**src/rtl/rv_pkg.sv**
```systemverilog
// Shared RV core widths and register-index type, reused by the register file,
// the execute units and the write-back arbiter.
package rv_pkg;

   localparam int unsigned XLEN     = 32;
   localparam int unsigned REG_AW   = 5;
   localparam int unsigned NUM_REGS = 2 ** REG_AW;

   typedef logic [REG_AW-1:0] reg_idx_t;

   localparam reg_idx_t REG_ZERO = '0;

endpackage

```
**src/rtl/regfile_wb_arbiter_if.sv**
```systemverilog
// Bus between the ALU / MUL-DIV producers, the issue stage and the write-back arbiter.
interface regfile_wb_arbiter_if
   import rv_pkg::*;
#(
   parameter int unsigned XLEN   = rv_pkg::XLEN,
   parameter int unsigned REG_AW = rv_pkg::REG_AW
);

   logic                  alu_valid;
   logic [REG_AW-1:0]     alu_rd;
   logic [XLEN-1:0]       alu_data;
   logic                  alu_ready;

   logic                  md_valid;
   logic [REG_AW-1:0]     md_rd;
   logic [XLEN-1:0]       md_data;
   logic                  md_ready;

   logic                  issue_valid;
   logic                  issue_is_md;
   logic [REG_AW-1:0]     issue_rs1;
   logic [REG_AW-1:0]     issue_rs2;
   logic [REG_AW-1:0]     issue_rd;
   logic                  issue_stall;

   logic [REG_AW-1:0]     rd;
   logic [XLEN-1:0]       rD;
   logic                  rd_wd_en;
   logic [2**REG_AW-1:0]  busy;

   modport master (
      output alu_valid, alu_rd, alu_data,
      input  alu_ready,
      output md_valid, md_rd, md_data,
      input  md_ready,
      output issue_valid, issue_is_md, issue_rs1, issue_rs2, issue_rd,
      input  issue_stall,
      input  rd, rD, rd_wd_en, busy
   );

   modport slave (
      input  alu_valid, alu_rd, alu_data,
      output alu_ready,
      input  md_valid, md_rd, md_data,
      output md_ready,
      input  issue_valid, issue_is_md, issue_rs1, issue_rs2, issue_rd,
      output issue_stall,
      output rd, rD, rd_wd_en, busy
   );

endinterface

```
**src/rtl/regfile_wb_arbiter_wb_scoreboard.sv**
```systemverilog
// Destination scoreboard for in-flight MUL/DIV ops and the issue-stage hazard check.
module wb_scoreboard
   import rv_pkg::*;
(
   input  logic                i_clk,
   input  logic                i_rst,
   input  logic                i_issue_valid,
   input  logic                i_issue_is_md,
   input  reg_idx_t            i_issue_rs1,
   input  reg_idx_t            i_issue_rs2,
   input  reg_idx_t            i_issue_rd,
   input  logic                i_clr_en,
   input  reg_idx_t            i_clr_idx,
   output logic [NUM_REGS-1:0] o_busy,
   output logic                o_stall
);

   logic [NUM_REGS-1:0] r_busy;
   logic [NUM_REGS-1:0] w_set_mask;
   logic [NUM_REGS-1:0] w_clr_mask;
   logic [NUM_REGS-1:0] w_busy_nxt;
   logic                w_stall;

   // busy[0] is never set, so x0 operands can never raise a hazard
   assign w_stall = i_issue_valid &&
                    (r_busy[i_issue_rs1] || r_busy[i_issue_rs2] || r_busy[i_issue_rd]);

   always_comb begin
      w_set_mask = '0;
      w_clr_mask = '0;
      if (i_issue_valid && i_issue_is_md && !w_stall && (i_issue_rd != REG_ZERO))
         w_set_mask[i_issue_rd] = 1'b1;
      if (i_clr_en)
         w_clr_mask[i_clr_idx] = 1'b1;
      // set applied after clear so a same-index collision leaves the bit set
      w_busy_nxt    = (r_busy & ~w_clr_mask) | w_set_mask;
      w_busy_nxt[0] = 1'b0;
   end

   always_ff @(posedge i_clk) begin
      if (i_rst)
         r_busy <= '0;
      else
         r_busy <= w_busy_nxt;
   end

   assign o_busy  = r_busy;
   assign o_stall = w_stall;

endmodule

```
**src/rtl/regfile_wb_arbiter.sv**
```systemverilog
// Write-back arbiter: fixed-priority (MUL/DIV first) sharing of the register-file
// write port, registered with one cycle of latency, plus MUL/DIV hazard scoreboard.
module regfile_wb_arbiter
   import rv_pkg::*;
#(
   parameter int unsigned XLEN   = rv_pkg::XLEN,
   parameter int unsigned REG_AW = rv_pkg::REG_AW
)(
   input  logic                  clk,
   input  logic                  rst,
   regfile_wb_arbiter_if.slave   bus
);

   logic                  w_md_ready;
   logic                  w_alu_ready;
   logic [REG_AW-1:0]     r_rd;
   logic [XLEN-1:0]       r_rD;
   logic                  r_rd_wd_en;
   logic [2**REG_AW-1:0]  w_busy;
   logic                  w_issue_stall;

   assign w_md_ready  = bus.md_valid;
   assign w_alu_ready = bus.alu_valid && !bus.md_valid;

   always_ff @(posedge clk) begin
      if (rst) begin
         r_rd       <= '0;
         r_rD       <= '0;
         r_rd_wd_en <= 1'b0;
      end else if (w_md_ready) begin
         r_rd       <= bus.md_rd;
         r_rD       <= bus.md_data;
         r_rd_wd_en <= (bus.md_rd != REG_ZERO);
      end else if (w_alu_ready) begin
         r_rd       <= bus.alu_rd;
         r_rD       <= bus.alu_data;
         r_rd_wd_en <= (bus.alu_rd != REG_ZERO);
      end else begin
         r_rd_wd_en <= 1'b0;
      end
   end

   wb_scoreboard u_scoreboard (
      .i_clk         (clk),
      .i_rst         (rst),
      .i_issue_valid (bus.issue_valid),
      .i_issue_is_md (bus.issue_is_md),
      .i_issue_rs1   (bus.issue_rs1),
      .i_issue_rs2   (bus.issue_rs2),
      .i_issue_rd    (bus.issue_rd),
      .i_clr_en      (w_md_ready),
      .i_clr_idx     (bus.md_rd),
      .o_busy        (w_busy),
      .o_stall       (w_issue_stall)
   );

   // WAW stalling at issue guarantees an ALU result never targets a busy register
   a_alu_not_busy: assert property (@(posedge clk) disable iff (rst)
      w_alu_ready |-> !w_busy[bus.alu_rd]);

   assign bus.md_ready    = w_md_ready;
   assign bus.alu_ready   = w_alu_ready;
   assign bus.rd          = r_rd;
   assign bus.rD          = r_rD;
   assign bus.rd_wd_en    = r_rd_wd_en;
   assign bus.busy        = w_busy;
   assign bus.issue_stall = w_issue_stall;

endmodule
```
**src/flat_wrapper.sv**
```systemverilog
// flat-port wrapper written by rule: the top's interface ports become plain ports
module regfile_wb_arbiter_flat import rv_pkg::*;
#(
   parameter int unsigned XLEN   = rv_pkg::XLEN,
   parameter int unsigned REG_AW = rv_pkg::REG_AW
)
  (clk, rst, bus_alu_valid, bus_alu_rd, bus_alu_data, bus_alu_ready, bus_md_valid, bus_md_rd, bus_md_data, bus_md_ready, bus_issue_valid, bus_issue_is_md, bus_issue_rs1, bus_issue_rs2, bus_issue_rd, bus_issue_stall, bus_rd, bus_rD, bus_rd_wd_en, bus_busy);
  regfile_wb_arbiter_if #(.XLEN(XLEN), .REG_AW(REG_AW)) bus_i ();
  input  logic clk;
  input  logic rst;
  input wire logic [$bits(bus_i.alu_valid)-1:0] bus_alu_valid;
  input wire logic [$bits(bus_i.alu_rd)-1:0] bus_alu_rd;
  input wire logic [$bits(bus_i.alu_data)-1:0] bus_alu_data;
  output wire logic [$bits(bus_i.alu_ready)-1:0] bus_alu_ready;
  input wire logic [$bits(bus_i.md_valid)-1:0] bus_md_valid;
  input wire logic [$bits(bus_i.md_rd)-1:0] bus_md_rd;
  input wire logic [$bits(bus_i.md_data)-1:0] bus_md_data;
  output wire logic [$bits(bus_i.md_ready)-1:0] bus_md_ready;
  input wire logic [$bits(bus_i.issue_valid)-1:0] bus_issue_valid;
  input wire logic [$bits(bus_i.issue_is_md)-1:0] bus_issue_is_md;
  input wire logic [$bits(bus_i.issue_rs1)-1:0] bus_issue_rs1;
  input wire logic [$bits(bus_i.issue_rs2)-1:0] bus_issue_rs2;
  input wire logic [$bits(bus_i.issue_rd)-1:0] bus_issue_rd;
  output wire logic [$bits(bus_i.issue_stall)-1:0] bus_issue_stall;
  output wire logic [$bits(bus_i.rd)-1:0] bus_rd;
  output wire logic [$bits(bus_i.rD)-1:0] bus_rD;
  output wire logic [$bits(bus_i.rd_wd_en)-1:0] bus_rd_wd_en;
  output wire logic [$bits(bus_i.busy)-1:0] bus_busy;
  assign bus_i.alu_valid = bus_alu_valid;
  assign bus_i.alu_rd = bus_alu_rd;
  assign bus_i.alu_data = bus_alu_data;
  assign bus_alu_ready = bus_i.alu_ready;
  assign bus_i.md_valid = bus_md_valid;
  assign bus_i.md_rd = bus_md_rd;
  assign bus_i.md_data = bus_md_data;
  assign bus_md_ready = bus_i.md_ready;
  assign bus_i.issue_valid = bus_issue_valid;
  assign bus_i.issue_is_md = bus_issue_is_md;
  assign bus_i.issue_rs1 = bus_issue_rs1;
  assign bus_i.issue_rs2 = bus_issue_rs2;
  assign bus_i.issue_rd = bus_issue_rd;
  assign bus_issue_stall = bus_i.issue_stall;
  assign bus_rd = bus_i.rd;
  assign bus_rD = bus_i.rD;
  assign bus_rd_wd_en = bus_i.rd_wd_en;
  assign bus_busy = bus_i.busy;
  regfile_wb_arbiter #(.XLEN(XLEN), .REG_AW(REG_AW)) u_core (.clk(clk), .rst(rst), .bus(bus_i));
endmodule
```
**config.mk**
```make
export PLATFORM = sky130hd
export DESIGN_NAME = regfile_wb_arbiter_flat
export DESIGN_NICKNAME = d
export VERILOG_FILES = /design/src/rtl/rv_pkg.sv /design/src/rtl/regfile_wb_arbiter_if.sv /design/src/rtl/regfile_wb_arbiter_wb_scoreboard.sv /design/src/rtl/regfile_wb_arbiter.sv /design/src/flat_wrapper.sv
export SDC_FILE = /design/constraint.sdc
export NUM_CORES = 1
export LEC_CHECK = 0
export CAP_MARGIN = 25
export CORE_ASPECT_RATIO = 1.5
export CORE_UTILIZATION = 48
export DETAILED_ROUTE_END_ITERATION = 10
export PLACE_DENSITY_LB_ADDON = 0.12
export SLEW_MARGIN = 10
export SYNTH_ARGS = -nofsm -noshare
export SYNTH_HDL_FRONTEND = slang
export SYNTH_SLANG_ARGS = --single-unit
```
**constraint.sdc**
```tcl
create_clock -name clk -period 4.8 [get_ports clk]
set_input_delay 0.96 -clock clk [delete_from_list [all_inputs] [get_ports clk]]
set_output_delay 0.96 -clock clk [all_outputs]
set_load 0.05 [all_outputs]
```
Yosys cells after proc, flatten, opt, wreduce, memory -nomap -nowiden
Cells that the tools add are included.
{"block": "word_totals", "register_bits": 70, "inputBits": 95, "output_inout_bits": 73, "word_cells": 47}
{"block": "op_classes", "n_lt_le_gt_ge": 6, "mux": 18, "bitwise": 3, "n_reduce_logical": 15}
{"op": "$mux W32", "count": 4}
{"op": "$and A32 B32 Y32", "count": 1}
{"op": "$not A32 Y32", "count": 1}
{"op": "$or A32 B32 Y32", "count": 1}
{"op": "$lt A5 B6 Y1 const B", "count": 4}
{"op": "$bmux W1 S5", "count": 3}
{"op": "$reduce_bool A5 Y1", "count": 3}
{"op": "$demux W1 S5", "count": 2}
{"op": "$ge A5 B1 Y1 const B", "count": 2}
{"op": "$mux W5", "count": 2}
{"op": "$logic_and A1 B1 Y1", "count": 7}
{"op": "$mux W1", "count": 7}
{"op": "$logic_not A1 Y1", "count": 2}
{"op": "$logic_or A1 B1 Y1", "count": 2}
{"op": "$reduce_bool A2 Y1", "count": 1}

Depth between registers and ports, before layout
{"block": "depth", "depth_word": 10, "ltp_mapped": 10, "mapped_depth_nobuf": 6}

Modules after synthesis
Synthesis repeated with hierarchy kept, for this count alone.
{"block": "hier_totals", "cells_unflattened": 480, "hier_area_um2": 4414.2}
{"module": "wb_scoreboard", "instances": 1, "cells_each": 312, "area_each_um2": 2529.9, "seq_area_each_um2": 620.6}
{"module": "regfile_wb_arbiter", "instances": 1, "cells_each": 168, "area_each_um2": 1884.3, "seq_area_each_um2": 760.7}

Worst setup path after synthesis
OpenSTA, ideal clock, no wires.
{"block": "synth_timing", "kind": "input to output", "start": "input bus_issue_rs2[1]", "end": "output bus_issue_stall", "arrival_time_ps": 2964, "t_required_ps": 3840, "setup_slack_ps": 876, "path_stages": 8, "path_buffers": 3, "path_cell_list": "clkbuf_1 mux4_2 o211ai_2 nand4_4 nand4bb_1 buf_2 buf_6 o21a_1"}
{"block": "synth_between", "elab_chain_cells": 5}
{"element": "start: declaration", "line": "flat_wrapper.sv:22", "text": "input wire logic [$bits(bus_i.issue_rs2)-1:0] bus_issue_rs2;"}
{"element": "$bmux W1 S5", "line": "regfile_wb_arbiter_wb_scoreboard.sv:26", "text": "(r_busy[i_issue_rs1] || r_busy[i_issue_rs2] || r_busy[i_issue_rd]);"}
{"element": "$mux W1 (implied by the code)", "line": "regfile_wb_arbiter_wb_scoreboard.sv:26"}
{"element": "$logic_or A1 B1 Y1 (2 in a row)", "line": "regfile_wb_arbiter_wb_scoreboard.sv:26"}
{"element": "$logic_and A1 B1 Y1", "line": "regfile_wb_arbiter_wb_scoreboard.sv:25", "text": "assign w_stall = i_issue_valid &&"}
{"element": "end: declaration", "line": "flat_wrapper.sv:24", "text": "output wire logic [$bits(bus_i.issue_stall)-1:0] bus_issue_stall;"}
No other way between the ends. The select of a mux whose other input is x is not followed.

Worst setup path in the final report
{"block": "layout_timing", "start": "input bus_issue_rs2[0]", "end": "output bus_issue_stall"}
Same word-level chain as after synthesis.

==> out/qor.txt <==
status: finished, final reports clean
ys flop type: dfxtp_1
Power Density: 274 mW/mm²
hold crit path type: flop to flop
Tmin final: 4.36 ns
CP max-delay cell: clkdlybuf4s50_1
Clock Tree Buf Depth: 2
CP arrival: 3.40 ns
Mapped Cells: 506
gr usage total: 34.2%
Relative slew margins: 57.9%
pin count of the biggest net entering global routing: 47
CTS tree: yes
vias: 4518
max-cap violations: 0
remaining antenna violation count: 0
Clock Sinks: 69
total wire length: 15100 µm
port bufs: 166
commonest cells after routing, fill and taps aside: clkdlybuf4s50_1, nor2_1, dfxtp_1
TritonCTS Buffers: 9
Yosys cell types: 46
asr flop ratio synth: 0%
DP HPWL: 11200 µm
setup violators final: 0
Pleak: 2.35 nW
Post-Synthesis Cell Area: 0.00424 mm²
first-pass GRT wire length: 23700 µm
flop and latch count out of synthesis: 69
max-slew violations: 0
Worst setup SP type: input pin
internal power: 1.22 mW
clock-pin slew on the worst setup and hold paths: 0.05 ns
initial antenna violation count: 0
# IOs: 168
vias in the first global route: 4613
FF-to-FF Start: u_core.u_scoreboard.o_busy[2]$_SDFF_PP0_
initial core utilization: 50.1%
Vias per Instance: 5.94
Worst Path Max Fanout: 8
Die ar.: 0.00922 mm²
share of layout cells above drive strength 1: 9.04%
sw frac: 28.2%
Hold Path Origin: u_core.u_scoreboard.o_busy[18]$_SDFF_PP0_
Psw: 479 µW
# H-tree levels: 3
fmax: 230 MHz
Data required, critical path: 3.84 ns
RSZ-0062 raised after global routing: false
Core Rows: 41
Final Cycle Share: 90.8%
Flop pwr share: 35.8%
drc violations: 0
crit path launch: bus_issue_rs2[0]
Avg Inst Size Synth: 8.38 µm²
clock share of power: 41.6%
combinational group share of total power: 22.6%
part of the Yosys area used for sequential elements: 32.6%
Root Driver: clkbuf_16
Crit path buffers/inverters: 2
Die Span Y: 117 µm
# diodes: 0
syn_nets: 601
slowest stage delay, CP: 0.78 ns
synth-to-layout area growth: 46.4%
DRT Pass-1 Iters: 5
Avg WL per Cell: 19.8 µm
crit path cell chain: clkdlybuf4s50_1 > mux4_2 > and4b_1 > a31oi_1 > and4_1 > nand4bb_1 > o21a_1 > buf_4
GPL Wtd Cong: 0.913
worst skew pair latency: 0.33 ns
CTS Hold Bufs: 0
worst-margin pin slew: 0.632 ns
crit-path leading delay family: buffers and inverters
Max IR drop VDD: 0.293 mV
Initial DRC Count: 353
total power: 1.70 mW
Worst Clk Skew: 0.00475 ns
most common cell after layout, fill and taps aside: clkdlybuf4s50_1
CP Class: input pin to output pin
grt total ovfl: 0
# resized after CTS: 0
setup bufs post-CTS: 0
Post-synth EDFFs: 0
setup tns final: 0 ns
core area: 0.00846 mm²
Hold Fails Final Rpt: 0
Yosys Warn Count: 0
nets: 744
Die X: 78.7 µm
CP endpoint kind: output pin
Yosys cell counts (8+ instances only):
library cell | number | share of area, %
nor2_1 | 87 | 7.7
dfxtp_1 | 69 | 33
mux2i_1 | 52 | 12
a21oi_1 | 40 | 4.7
nand2_1 | 34 | 3.0
clkbuf_1 | 29 | 2.6
o21ai_0 | 25 | 3.0
nor2b_1 | 22 | 3.2
nand3b_1 | 20 | 3.5
mux4_2 | 14 | 7.4
nand2b_1 | 9 | 1.3
o31ai_1 | 9 | 1.6
o41ai_1 | 8 | 1.7
final cells by class:
cell class	count	area (µm²)
repair buffers	175	1710
fillers	657	2260
flip-flops and latches	69	1380
clock inverters	5	75.1
inverters	7	26.3
well taps	107	134
clock buffers	10	239
multi-input cells	387	2640
state kept, by name, summed over array words and instances (netlist names):
name and flops:
u_core.bus.rd_wd_en 1, u_core.bus.rD 32, u_core.u_scoreboard.o_busy 31, u_core.bus.rd 5
kinds of logic after synthesis:
| logic type | after synthesis | share of synthesized area (%) |
|---|---|---|
| AO/OA/AOI/OAI | 109 | 17.0 |
| buffers and inverters | 50 | 5.19 |
| flip-flops | 69 | 32.6 |
| multiplexers | 70 | 20.8 |
| other | 1 | 0.0885 |
| AND/OR/NAND/NOR | 207 | 24.4 |
stage by stage:
stage	std cells	cell area, µm²	setup slack (ns)	hold slack, ns	util (%)
after floorplan	506	4240	0.876	0.738	-
after global placement	745	5890	0.492	0.550	69.6
after detailed placement	745	5890	0.452	0.556	69.6
after CTS	760	6200	0.440	0.563	73.3
after global routing	760	6200	0.302	0.580	73.3
final	760	6200	0.444	0.569	73.3
power groups by stage:
stage / Combinational, mW / Clock [mW] / Sequential (mW)
after floorplan: 0.145 / 0 / 0.698
after global placement: 0.374 / 0 / 0.620
after detailed placement: 0.379 / 0 / 0.621
after CTS: 0.382 / 0.715 / 0.609
after global routing: 0.407 / 0.733 / 0.612
final: 0.384 / 0.708 / 0.609
path summary, 6_finish.rpt:
kind | end | slack [ns] | depth (start not counted)
setup / recovery | bus_issue_stall | 0.44 | 8
hold / removal | u_core.u_scoreboard.o_busy[18]$_SDFF_PP0_ | 0.57 | 2
setup reg to reg | u_core.u_scoreboard.o_busy[8]$_SDFF_PP0_ | 2.36 | 5
hold reg to reg | u_core.u_scoreboard.o_busy[18]$_SDFF_PP0_ | 0.57 | 2
worst min-delay path, cell delays in order (launching register included):
cell	delay [ns]
dfxtp_1	0.36
nand3b_1	0.11
o31ai_1	0.06
metal layers:
metal,up-vias,wire length (µm),share of wire (%),global-route usage (%)
li1,2103,-,-,-
met1,2108,5310,35,34.9
met2,259,7860,52,60.2
met3,48,1150,7.6,10.2
met4,0,762,5.1,23.0
met5,-,0,0,0
Note: power is estimated with default switching activity, not from simulation.
